**config.mk**
```make
export PLATFORM = sky130hd
export DESIGN_NAME = seg7_scan_decoder
export DESIGN_NICKNAME = d
export VERILOG_FILES = /design/src/rtl/seg7_pkg.sv /design/src/rtl/seg7_scan_decoder_to_ascii.sv /design/src/rtl/seg7_scan_decoder.sv
export SDC_FILE = /design/constraint.sdc
export NUM_CORES = 1
export LEC_CHECK = 0
export CAP_MARGIN = 20
export CORE_MARGIN = 10
export CORE_UTILIZATION = 50
export CTS_BUF_LIST = sky130_fd_sc_hd__clkbuf_8
export CTS_CLUSTER_SIZE = 12
export DETAILED_ROUTE_END_ITERATION = 10
export MAX_ROUTING_LAYER = met4
export PLACE_DENSITY_LB_ADDON = 0.12
export SLEW_MARGIN = 20
export SYNTH_ARGS = -nofsm -noshare
export SYNTH_HDL_FRONTEND = slang
export SYNTH_SLANG_ARGS = --single-unit
```
**constraint.sdc**
```tcl
create_clock -name clk -period 7.05 [get_ports clk]
set_input_delay 1.7625 -clock clk [delete_from_list [all_inputs] [get_ports clk]]
set_output_delay 1.7625 -clock clk [all_outputs]
set_load 0.05 [all_outputs]
```
**src/rtl/seg7_pkg.sv**
```systemverilog
// Shared constants for the 7-segment scan decoder: segment bit positions,
// active-low digit selects and the pattern-to-ASCII map.
package seg7_pkg;

    localparam int SEG_A = 6;
    localparam int SEG_B = 5;
    localparam int SEG_C = 4;
    localparam int SEG_D = 3;
    localparam int SEG_E = 2;
    localparam int SEG_F = 1;
    localparam int SEG_G = 0;

    localparam logic [3:0] DIG0     = 4'b1110;
    localparam logic [3:0] DIG1     = 4'b1101;
    localparam logic [3:0] DIG2     = 4'b1011;
    localparam logic [3:0] DIG3     = 4'b0111;
    localparam logic [3:0] DIG_IDLE = 4'b1111;

    localparam logic [7:0] BLANK_CODE   = 8'h20;
    localparam logic [7:0] UNKNOWN_CODE = 8'h3F;

    typedef struct packed {
        logic [6:0] pattern;
        logic [7:0] code;
    } asciiEntry_t;

    localparam int ASCII_ENTRIES = 17;

    // Hex digits plus dash; patterns are {a,b,c,d,e,f,g}.
    localparam asciiEntry_t ASCII_MAP [ASCII_ENTRIES] = '{
        {7'h7E, 8'h30}, {7'h30, 8'h31}, {7'h6D, 8'h32}, {7'h79, 8'h33},
        {7'h33, 8'h34}, {7'h5B, 8'h35}, {7'h5F, 8'h36}, {7'h70, 8'h37},
        {7'h7F, 8'h38}, {7'h7B, 8'h39}, {7'h77, 8'h41}, {7'h1F, 8'h62},
        {7'h4E, 8'h43}, {7'h3D, 8'h64}, {7'h4F, 8'h45}, {7'h47, 8'h46},
        {7'h01, 8'h2D}
    };

endpackage

```
**src/rtl/seg7_scan_decoder_to_ascii.sv**
```systemverilog
// Combinational 7-segment pattern to ASCII lookup (module seg7_to_ascii),
// used by the scan decoder when SEG7_ASCII_EN is defined.
module seg7_to_ascii
    import seg7_pkg::*;
(
    input  logic [6:0] pattern_i,
    output logic [7:0] code_o
);

    always_comb begin
        code_o = UNKNOWN_CODE;
        if (pattern_i == 7'h00) begin
            code_o = BLANK_CODE;
        end
        for (int i = 0; i < ASCII_ENTRIES; i++) begin
            if (ASCII_MAP[i].pattern == pattern_i) begin
                code_o = ASCII_MAP[i].code;
            end
        end
    end

endmodule

```
**src/rtl/seg7_scan_decoder.sv**
```systemverilog
// Rebuilds the 4-character frame from a multiplexed 7-segment scan and emits new
// characters into a FIFO. Define SEG7_ASCII_EN to translate patterns to ASCII.
module seg7_scan_decoder
    import seg7_pkg::*;
#(
    parameter int SETTLE     = 4,
    parameter int CONFIRM    = 2,
    parameter int FIFO_DEPTH = 4
) (
    input  logic        clk,
    input  logic        rst,
    input  logic [6:0]  seg_in,
    input  logic [3:0]  dig_in,
    output logic [27:0] frame,
    output logic        frame_valid,
    output logic [7:0]  char_code,
    output logic        char_valid,
    input  logic        char_ready,
    output logic        overflow,
    output logic        dig_err
);

    localparam int             PTR_W       = $clog2(FIFO_DEPTH);
    localparam logic [7:0]     SETTLE_LAST = 8'(SETTLE - 1);
    localparam logic [3:0]     CONFIRM_N   = 4'(CONFIRM);
    localparam logic [PTR_W:0] FIFO_FULL   = (PTR_W + 1)'(FIFO_DEPTH);

    logic [6:0]  seg1_q, seg2_q;
    logic [3:0]  dig1_q, dig2_q, digPrev_q;
    logic [7:0]  settle_q, settle_d;
    logic        sampled_q, sampled_d;
    logic [6:0]  slot_q [4];
    logic [6:0]  slot_d [4];
    logic [3:0]  mask_q, mask_d;
    logic [27:0] cand_q, cand_d;
    logic [3:0]  count_q, count_d;
    logic [27:0] frame_q, frame_d;
    logic        fv_q, fv_d;
    logic [27:0] pushBuf_q, pushBuf_d;
    logic [2:0]  pushRem_q, pushRem_d;
    logic        derr_q, derr_d;

    logic [6:0]       mem_q [FIFO_DEPTH];
    logic [PTR_W-1:0] wrPtr_q, rdPtr_q;
    logic [PTR_W:0]   fill_q;
    logic             ovf_q;

    logic        fire, digOne;
    logic [1:0]  digIdx;
    logic [27:0] assembled;
    logic        push, pop, pushOk, fifoFull;
    logic [7:0]  headCode;

    // Digit select resets to idle so the synchroniser never looks like a multi-low select.
    always_ff @(posedge clk or posedge rst) begin
        if (rst) begin
            seg1_q    <= '0;
            seg2_q    <= '0;
            dig1_q    <= DIG_IDLE;
            dig2_q    <= DIG_IDLE;
            digPrev_q <= DIG_IDLE;
        end else begin
            seg1_q    <= seg_in;
            seg2_q    <= seg1_q;
            dig1_q    <= dig_in;
            dig2_q    <= dig1_q;
            digPrev_q <= dig2_q;
        end
    end

    always_comb begin
        digOne = 1'b0;
        digIdx = 2'd0;
        case (dig2_q)
            DIG0:    begin digOne = 1'b1; digIdx = 2'd0; end
            DIG1:    begin digOne = 1'b1; digIdx = 2'd1; end
            DIG2:    begin digOne = 1'b1; digIdx = 2'd2; end
            DIG3:    begin digOne = 1'b1; digIdx = 2'd3; end
            default: ;
        endcase
        fire      = (dig2_q == digPrev_q) && !sampled_q && (settle_q == SETTLE_LAST);
        assembled = {slot_q[3], slot_q[2], slot_q[1], slot_q[0]};
    end

    // Capture, frame confirmation and the accept/push sequencer; the push
    // sequencer drains pushBuf from the top, so resyncs emit d3 first.
    always_comb begin
        settle_d  = settle_q;
        sampled_d = sampled_q;
        slot_d    = slot_q;
        mask_d    = (mask_q == 4'hF) ? 4'h0 : mask_q;
        derr_d    = derr_q;
        cand_d    = cand_q;
        count_d   = count_q;
        frame_d   = frame_q;
        fv_d      = 1'b0;
        pushBuf_d = pushBuf_q;
        pushRem_d = pushRem_q;

        if (dig2_q != digPrev_q) begin
            settle_d  = 8'd0;
            sampled_d = 1'b0;
        end else if (!sampled_q) begin
            if (settle_q == SETTLE_LAST) begin
                sampled_d = 1'b1;
            end else begin
                settle_d = settle_q + 8'd1;
            end
        end

        if (fire) begin
            if (digOne) begin
                slot_d[digIdx] = seg2_q;
                mask_d[digIdx] = 1'b1;
            end else if (dig2_q != DIG_IDLE) begin
                derr_d = 1'b1;
            end
        end

        if (mask_q == 4'hF) begin
            if (assembled == cand_q) begin
                if (count_q != 4'hF) begin
                    count_d = count_q + 4'd1;
                end
            end else begin
                cand_d  = assembled;
                count_d = 4'd1;
            end
        end

        if (pushRem_q != 3'd0) begin
            pushBuf_d = {pushBuf_q[20:0], 7'h00};
            pushRem_d = pushRem_q - 3'd1;
        end else if ((count_q == CONFIRM_N) && (cand_q != frame_q)) begin
            frame_d = cand_q;
            fv_d    = 1'b1;
            if (cand_q[27:7] == frame_q[20:0]) begin
                pushBuf_d = {cand_q[6:0], 21'h0};
                pushRem_d = 3'd1;
            end else begin
                pushBuf_d = cand_q;
                pushRem_d = 3'd4;
            end
        end
    end

    always_ff @(posedge clk or posedge rst) begin
        if (rst) begin
            settle_q  <= '0;
            sampled_q <= 1'b0;
            for (int i = 0; i < 4; i++) slot_q[i] <= '0;
            mask_q    <= '0;
            derr_q    <= 1'b0;
            cand_q    <= '0;
            count_q   <= '0;
            frame_q   <= '0;
            fv_q      <= 1'b0;
            pushBuf_q <= '0;
            pushRem_q <= '0;
        end else begin
            settle_q  <= settle_d;
            sampled_q <= sampled_d;
            slot_q    <= slot_d;
            mask_q    <= mask_d;
            derr_q    <= derr_d;
            cand_q    <= cand_d;
            count_q   <= count_d;
            frame_q   <= frame_d;
            fv_q      <= fv_d;
            pushBuf_q <= pushBuf_d;
            pushRem_q <= pushRem_d;
        end
    end

    assign push     = (pushRem_q != 3'd0);
    assign pop      = char_valid && char_ready;
    assign fifoFull = (fill_q == FIFO_FULL);
    assign pushOk   = push && (!fifoFull || pop);

    // A full FIFO still takes a push when the head leaves in the same cycle.
    always_ff @(posedge clk or posedge rst) begin
        if (rst) begin
            for (int i = 0; i < FIFO_DEPTH; i++) mem_q[i] <= '0;
            wrPtr_q <= '0;
            rdPtr_q <= '0;
            fill_q  <= '0;
            ovf_q   <= 1'b0;
        end else begin
            if (pushOk) begin
                mem_q[wrPtr_q] <= pushBuf_q[27:21];
                wrPtr_q        <= wrPtr_q + 1'b1;
            end
            if (push && !pushOk) begin
                ovf_q <= 1'b1;
            end
            if (pop) begin
                rdPtr_q <= rdPtr_q + 1'b1;
            end
            if (pushOk && !pop) begin
                fill_q <= fill_q + 1'b1;
            end else if (!pushOk && pop) begin
                fill_q <= fill_q - 1'b1;
            end
        end
    end

`ifdef SEG7_ASCII_EN
    seg7_to_ascii u_ascii (
        .pattern_i (mem_q[rdPtr_q]),
        .code_o    (headCode)
    );
`else
    assign headCode = {1'b0, mem_q[rdPtr_q]};
`endif

    assign frame       = frame_q;
    assign frame_valid = fv_q;
    assign char_valid  = (fill_q != '0);
    assign char_code   = char_valid ? headCode : 8'h00;
    assign overflow    = ovf_q;
    assign dig_err     = derr_q;

endmodule

```
==> results, run 1 <==
- The total stage count of the critical path is 3.
- The number of hold violations in the final report is 0.
- The prevailing post-synth register cell is sky130_fd_sc_hd__dfrtp_1.
- The final cell count without fillers is 911.
- The number of pins exceeding their max-slew limit in the final report is 0.
- The design draws 2.10 mW.
- The kind of critical path is reg -> out.
- The flow ran to the end, and the final reports show no timing, DRC or antenna violations.
- For the worst setup path, the data required time is 5.29 ns.
- The signal on the critical path passes through mux4_2, and2_1, clkdlybuf4s50_1.
- For this design the top-level I/O count stands at 54.
- The depth of the worst register-to-register path is 6.
- The leakage power is 4.75 nW.
- The number of buffers and inverters on the critical path is 1.
- The master cell of the clock root buffer is sky130_fd_sc_hd__clkbuf_8.
- The worst hold path belongs to the class reg -> reg.
- The number of search-and-repair iterations in the first detailed-routing pass is 4.
- The pre-CTS setup slack is 3.08 ns.
- The placed wire-length estimate after detailed placement is 12200 µm.
- Hold repair after CTS inserted 0 buffers.
- For this run, the top clock speed supported by timing is 230 MHz.
- The floorplan step defined a die boundary enclosing 0.0232 mm².
- Power spread over the standard cell area amounts to 213 mW/mm².
- In this run the number of H-tree levels came out at 4.
- Using the TritonRoute via totals, the vias-per-cell ratio works out to 5.52.
- The net count after synthesis is 660.
- Setup slack on the worst reg-to-reg path comes out at 4.17 ns.
- The data arrival time of the worst path is 2.59 ns.
- The start point of the critical path is rdPtr_q[0].
- The initial utilization of the core area, before any placement, comes to 50.7%.
- Entering global routing, the biggest net connects 197 pins.
- The mean instance size in the synthesized netlist is 13.7 µm².
- The number of rows created at floorplan is 48.
- The repair_antennas step left the layout with diodes totalling 0.
- Once detail routing completed, the nets flagged for antenna violations numbered 0.
- Hold is met by 0.357 ns.
- The core region is 0.0172 mm².
- In the synthesized netlist the async set-or-reset flop fraction comes to 100%.
- The number of buffers inserted during clock tree synthesis is 17.
- The via count of the first global-routing pass is 5374.
- The die outline height is 152 µm.
- Counting flops and latches in the post-synthesis netlist gives 196.
- The worst stage delay on the critical path is 0.70 ns.
- The top cell family by delay on the critical path is buffers and inverters.
- Between clock sinks in the finished design, the worst skew comes to 0.0120 ns.
- Global routing finished with a remaining overflow of 0.
- For this run, design rule violations remaining after detail routing come to 0.
- From left edge to right edge, the die measures 152 µm.
- The tree built by TritonCTS fans out to 196 sinks.
- The worst register-to-register path begins at cand_q[25].
- The relative max-transition margin is 31.6%.
- The area growth from synthesis to layout is 12.9%.
- TritonCTS built the clock tree.
- In this run the worst setup path terminates at char_code[0].
- The slew at the pin closest to its max-slew limit is 1.02 ns.
- The slowest stage of the critical path is the sky130_fd_sc_hd__clkdlybuf4s50_1 cell.
- Clock-pin slew was measured on the worst setup and hold paths at 0.10 ns.
- The later pin in the worst-skew pair is clocked with a latency of 0.48 ns.
- The number of enable flip-flop cells after synthesis is 0.
- The number of buffers on the longest clock path is 2.
- After clock tree synthesis, the setup repair step added 0 buffers.
- In the final layout, the share of cells above drive strength 1 is 26.8%.
- During synthesis, Yosys emitted a total of 0 warnings.
- Setup violations remaining at the end of the flow were counted as 0.
- The placer's final routability congestion estimate is 0.822.
- In the post-route analysis, the smallest setup slack over all paths is 2.70 ns.
- The largest vdd supply drop is 0.156 mV.
- The fraction of the cycle the final worst path needs is 61.7%.
- The sequential-to-total area share from yosys stat is 56.3%.
- Across the run, the number of max-cap violations was 0.
- The number of cells produced by synthesis is 637.
- After detailed placement, the design holds a cell count of 878.
- Setup repair after global routing left no endpoint under its margin.
- The element type at the critical path start is a register.
- The net total in the final layout is 696.
- The global-route wire length before repair is 30200 µm.
- In this run the tool buffered the top-level ports with 52 buffer cells.
- The routed layout has 5029 vias.
- After clock tree synthesis, the repair step resized 0 gates.
- The violation count after the first detailed-routing iteration is 348.
- The global-route usage over all layers is 16.6%.
- STA classifies the critical path endpoint as an output pin.
- The shortest clock period the worst path allows after layout is 4.35 ns.
- Yosys mapped the design onto 48 distinct sky130hd cell types.
- After detailed routing, the average wire length per cell comes to 19.8 µm.
- The worst register-to-register path ends at pushBuf_q[19].
- The highest net fanout along the worst path is 9.
- In the final timing run, aggregate negative setup slack is 0 ns.
- The post-synthesis instance area is 0.00874 mm².
- The number of antenna violations at the first check in global routing is 0.
- The routed wire length is 18000 µm.
[flip-flops by register name, summed over array words and instances, names as in the netlist]
register / count
sampled_q: 1
mask_q: 4
pushBuf_q: 28
dig_err: 1
settle_q: 8
mem_q: 28
fill_q: 3
frame_valid: 1
dig1_q: 4
count_q: 4
pushRem_q: 3
cand_q: 28
dig2_q: 4
wrPtr_q: 2
overflow: 1
seg1_q: 7
frame: 28
rdPtr_q: 2
seg2_q: 7
assembled: 28
digPrev_q: 4
[metrics by stage]
| step | instance area [µm²] | util, % |
|---|---|---|
| 5_1_grt | 9870 | 57.3 |
| 3_3_place_gp | 9390 | 54.5 |
| 3_5_place_dp | 9390 | 54.5 |
| 2_1_floorplan | 8750 | - |
| 4_1_cts | 9840 | 57.1 |
| 6_report | 9870 | 57.3 |
[layout by cell type (no fill, tap or decap), drive strengths merged, types with 3 or more instances in the layout]
| cell | n |
|---|---|
| and2 | 28 |
| mux4 | 7 |
| clkinv | 4 |
| clkbuf | 17 |
| ha | 8 |
| nor3b | 3 |
| nor4 | 9 |
| a22o | 7 |
| nand2 | 20 |
| nand3 | 5 |
| o21ai | 3 |
| mux2 | 120 |
| a21o | 4 |
| dfstp | 12 |
| dfrtp | 184 |
| nor3 | 6 |
| buf | 5 |
| a221o | 21 |
| xnor2 | 59 |
| inv | 11 |
| clkdlybuf4s50 | 52 |
| nor2 | 18 |
| nand4 | 19 |
| bufinv | 3 |
| xor2 | 38 |
[power by group]
part | internal [mW] | total (mW) | switching (mW)
Combinational | 0.0538 | 0.109 | 0.0550
Clock | 0.369 | 0.803 | 0.434
Sequential | 1.15 | 1.19 | 0.0415
[how the worst min path moves through the flow]
stage / to / slack, ns / from / cells past startpoint
4_1_cts: seg2_q[1] / 0.36 / seg1_q[1] / 0
6_report: seg2_q[1] / 0.36 / seg1_q[1] / 0
3_3_place_gp: seg2_q[1] / 0.33 / seg1_q[1] / 0
3_5_place_dp: seg2_q[1] / 0.33 / seg1_q[1] / 0
2_1_floorplan: seg2_q[0] / 0.33 / seg1_q[0] / 0
5_1_grt: dig2_q[0] / 0.37 / dig1_q[0] / 0
[cells in the mapped netlist (8+ instances only)]
library cell,number,area (µm²)
sky130_fd_sc_hd__dfrtp_1,184,4600
sky130_fd_sc_hd__mux2_2,112,1260
sky130_fd_sc_hd__xnor2_1,59,517
sky130_fd_sc_hd__xor2_1,38,333
sky130_fd_sc_hd__and2_1,28,175
sky130_fd_sc_hd__clkbuf_1,22,82.6
sky130_fd_sc_hd__a221o_1,21,210
sky130_fd_sc_hd__nand2_1,20,75.1
sky130_fd_sc_hd__nand4_1,18,113
sky130_fd_sc_hd__nor2_1,18,67.6
sky130_fd_sc_hd__dfstp_2,12,315
sky130_fd_sc_hd__buf_2,11,55.1
sky130_fd_sc_hd__ha_1,8,100
sky130_fd_sc_hd__mux2_1,8,90.1
[cell families after synthesis]
group / after synthesis / synth area share [%]
AO/OA/AOI/OAI: 43 / 4.39
XOR/XNOR: 97 / 9.72
adder cells (fa/ha/maj): 9 / 1.37
buffers and inverters: 45 / 2.56
flip-flops: 196 / 56.3
multiplexers: 128 / 17.4
other: 1 / 0.0429
AND/OR/NAND/NOR: 118 / 8.27
[area by class of cell]
class | count | area [µm²]
inverter | 5 | 22.5
timing repair buffer | 57 | 591
clock inverter | 15 | 216
sequential | 196 | 4920
fill | 1384 | 7370
tap | 225 | 282
clock buffer | 17 | 234
multi-input combinational | 396 | 3600
[metal layers]
metal	track usage, %	vias up	share of wire (%)
li1	-	2311	-
met1	21.7	2641	47
met2	25.7	62	49
met3	3.53	15	3.3
met4	4.22	0	1.2
met5	-	-	0
No activity file was read; power rests on OpenSTA's default activity.
==> inputs of run 2 (changes only) <==
==> constraint.sdc (replaced) <==
create_clock -name clk -period 4.4 [get_ports clk]
set_input_delay 1.1 -clock clk [delete_from_list [all_inputs] [get_ports clk]]
set_output_delay 1.1 -clock clk [all_outputs]
set_load 0.05 [all_outputs]
==> results, run 2 (synthesized netlist as in run 1, its figures left out) <==
- The die boundary width was 152 µm (unchanged).
- The element type at the critical path start is a register (unchanged).
- The master cell of the clock root buffer was sky130_fd_sc_hd__clkbuf_8 (unchanged).
- The overall power of the completed layout is 3.37 mW (was 2.10 mW).
- The setup slack of the most critical reg-to-reg path was 1.50 ns (was 4.17 ns).
- The number of buffers on the longest clock path is 2 (unchanged).
- The kind of end point of the critical path is an output pin (unchanged).
- The area enclosed by the die boundary is 0.0232 mm² (unchanged).
- The average detailed-routed wire length per instance is 19.4 µm (was 19.8 µm).
- The largest net degree at the start of global routing is 90 (was 197).
- The standard cell area after detailed placement is 0.00942 mm² (was 0.00939 mm²).
- The final standard cell area without fillers came to 0.00986 mm² (was 0.00987 mm²).
- The die outline height is 152 µm (unchanged).
- The count of final setup violators is 0 (unchanged).
- The kind of critical path is reg -> out (unchanged).
- The clock slew seen by the registers of the worst setup and hold paths came to 0.10 ns (about the same).
- The number of buffers inserted during clock tree synthesis is 17 (unchanged).
- Commonest cells after routing, fill and taps aside: sky130_fd_sc_hd__dfrtp_1 (184), sky130_fd_sc_hd__mux2_2 (112), sky130_fd_sc_hd__xnor2_1 (59) (unchanged).
- The class of the most critical hold timing path is reg -> reg (unchanged).
- The global-route usage over all layers is 16.4% (was 16.6%).
- The clock network latency to the later pin of the worst-skew pair is 0.47 ns (was 0.48 ns).
- The ratio of routed vias to standard cells is 5.52 (about the same).
- The number of hold buffers added after cts is 0 (unchanged).
- The area growth from synthesis to layout is 12.8% (was 12.9%).
- The net total in the final layout was 697 (was 696).
- The placeable core region is 0.0172 mm² (unchanged).
- The critical path required time is 3.30 ns (was 5.29 ns).
- The number of sinks handled by clock tree synthesis is 196 (unchanged).
- The worst stage delay on the critical path is 0.70 ns (about the same).
- The total congestion overflow after global routing came to 0 (unchanged).
- The leakage power is 4.75 nW (about the same).
- The top cell family by delay on the critical path is flip-flops (was buffers and inverters).
- The number of rows created at floorplan is 48 (unchanged).
- The initial core utilization is 50.7% (unchanged).
- The number of violations of the max-capacitance limit came to 0 (unchanged).
- The number of search-and-repair iterations in the first detailed-routing pass was 4 (unchanged).
- The count of vias placed by the detailed router is 5033 (was 5029).
- The count of input and output buffers was 52 (unchanged).
- The most common cell after layout, fill and taps aside is sky130_fd_sc_hd__dfrtp_1 (unchanged).
- The number of pins exceeding their max-slew limit in the final report is 0 (unchanged).
- The fraction of final layout cells with drive strength greater than 1 came to 26.5% (was 26.8%).
- The achievable frequency is 270 MHz.
- Cells traversed along the worst timing path: mux4_2, and2_1, clkdlybuf4s50_1 (unchanged).
- The fraction of the cycle the final worst path needs is 84.1%.
- The slowest library cell on the worst path is sky130_fd_sc_hd__dfrtp_1 (was sky130_fd_sc_hd__clkdlybuf4s50_1).
- The footprint of the multi-input gates is 0.00360 mm² (about the same).
- The buffers inserted during post-CTS setup optimization is 0 (unchanged).
- The setup TNS after final layout is 0 ns (unchanged).
- The power density normalized to cell area was 342 mW/mm² (was 213 mW/mm²).
- The post-route clock skew is 0.0189 ns (was 0.0120 ns).
- The total I/O pin count is 54 (unchanged).
- The placed wire-length estimate after detailed placement was 12400 µm (was 12200 µm).
- The relative max-transition margin is 36.8% (was 31.6%).
- The final antenna diode count was 0 (unchanged).
- The post-CTS resize count is 0 (unchanged).
- The largest vdd supply drop is 0.260 mV (was 0.156 mV).
- The share of the core filled with cells in the final layout came to 57.2% (was 57.3%).
- The slew at the pin closest to its max-slew limit is 0.944 ns (was 1.02 ns).
- The via count of the first global-routing pass is 5437 (was 5374).
- The placer's final routability congestion estimate came to 0.802 (was 0.822).
- The routed wire length came to 17700 µm (was 18000 µm).
- The footprint of the flip-flops and latches is 0.00492 mm² (unchanged).
- The CTS tree is yes (unchanged).
- The clock period could shrink to 3.70 ns.
- The data arrival time of the worst path is 2.60 ns (was 2.59 ns).
- The number of hold violations in the final report is 0 (unchanged).
- The DRC violation count after routing is 0 (unchanged).
- The number of antenna violations at the first check in global routing was 0 (unchanged).
- The maximum level of the CTS H-tree is 4 (unchanged).
- The filler cell count came to 1401 (was 1384).
- RSZ-0062 raised after global routing: false (unchanged).
- The global-route wire length before repair is 30000 µm (was 30200 µm).
- The violation count after the first detailed-routing iteration is 315 (was 348).
- The highest net fanout along the worst path is 9 (unchanged).
- The number of antenna-violating nets in the routed design is 0 (unchanged).
- Status: complete, no violations (unchanged).
- The buffers plus inverters on the worst setup path came to 1 (unchanged).
==> run 2: path summary, 6_finish.rpt <==
| kind | cells past startpoint | start | to |
|---|---|---|---|
| max in group asynchronous | 3 | rst | dig1_q[3] |
| max | 3 | rdPtr_q[0] | char_code[0] |
| max reg2reg | 6 | cand_q[25] | pushBuf_q[8] |
| min | 0 | seg1_q[6] | seg2_q[6] |
| min in group asynchronous | 2 | rst | fill_q[0] |
| min reg2reg | 0 | seg1_q[6] | seg2_q[6] |
==> run 2: area by class of cell <==
class	instances	share of cell area, %
Sequential cell	196	49.9
Clock buffer	18	2.51
Clock inverter	14	1.98
Tap cell	225	2.86
Timing Repair Buffer	58	5.99
Inverter	5	0.228
Multi-Input combinational cell	396	36.5
==> run 2: layer usage <==
metal  up-vias  GRT usage (%)  part of all wire, %
met5         -              -                    0
met4         0           3.85                 0.84
met3        12           3.58                  2.7
met2        56           25.6                   48
met1      2659           21.3                   48
li1       2306              -                    -
==> run 2: metrics by stage <==
step	hold slack, ns	setup WS, ns	instances
detailed placement	0.337	1.12	880
finish	0.357	0.699	912
global placement	0.331	1.16	880
floorplan	0.331	0.777	637
CTS	0.360	0.621	912
global route	0.368	0.555	912
==> run 2: power breakdown <==
part	switching, mW	internal (mW)	leakage (nW)
Combinational	0.0885	0.0851	1.87
Clock	0.648	0.643	0.226
Sequential	0.0673	1.84	2.65
Total	0.804	2.57	4.75
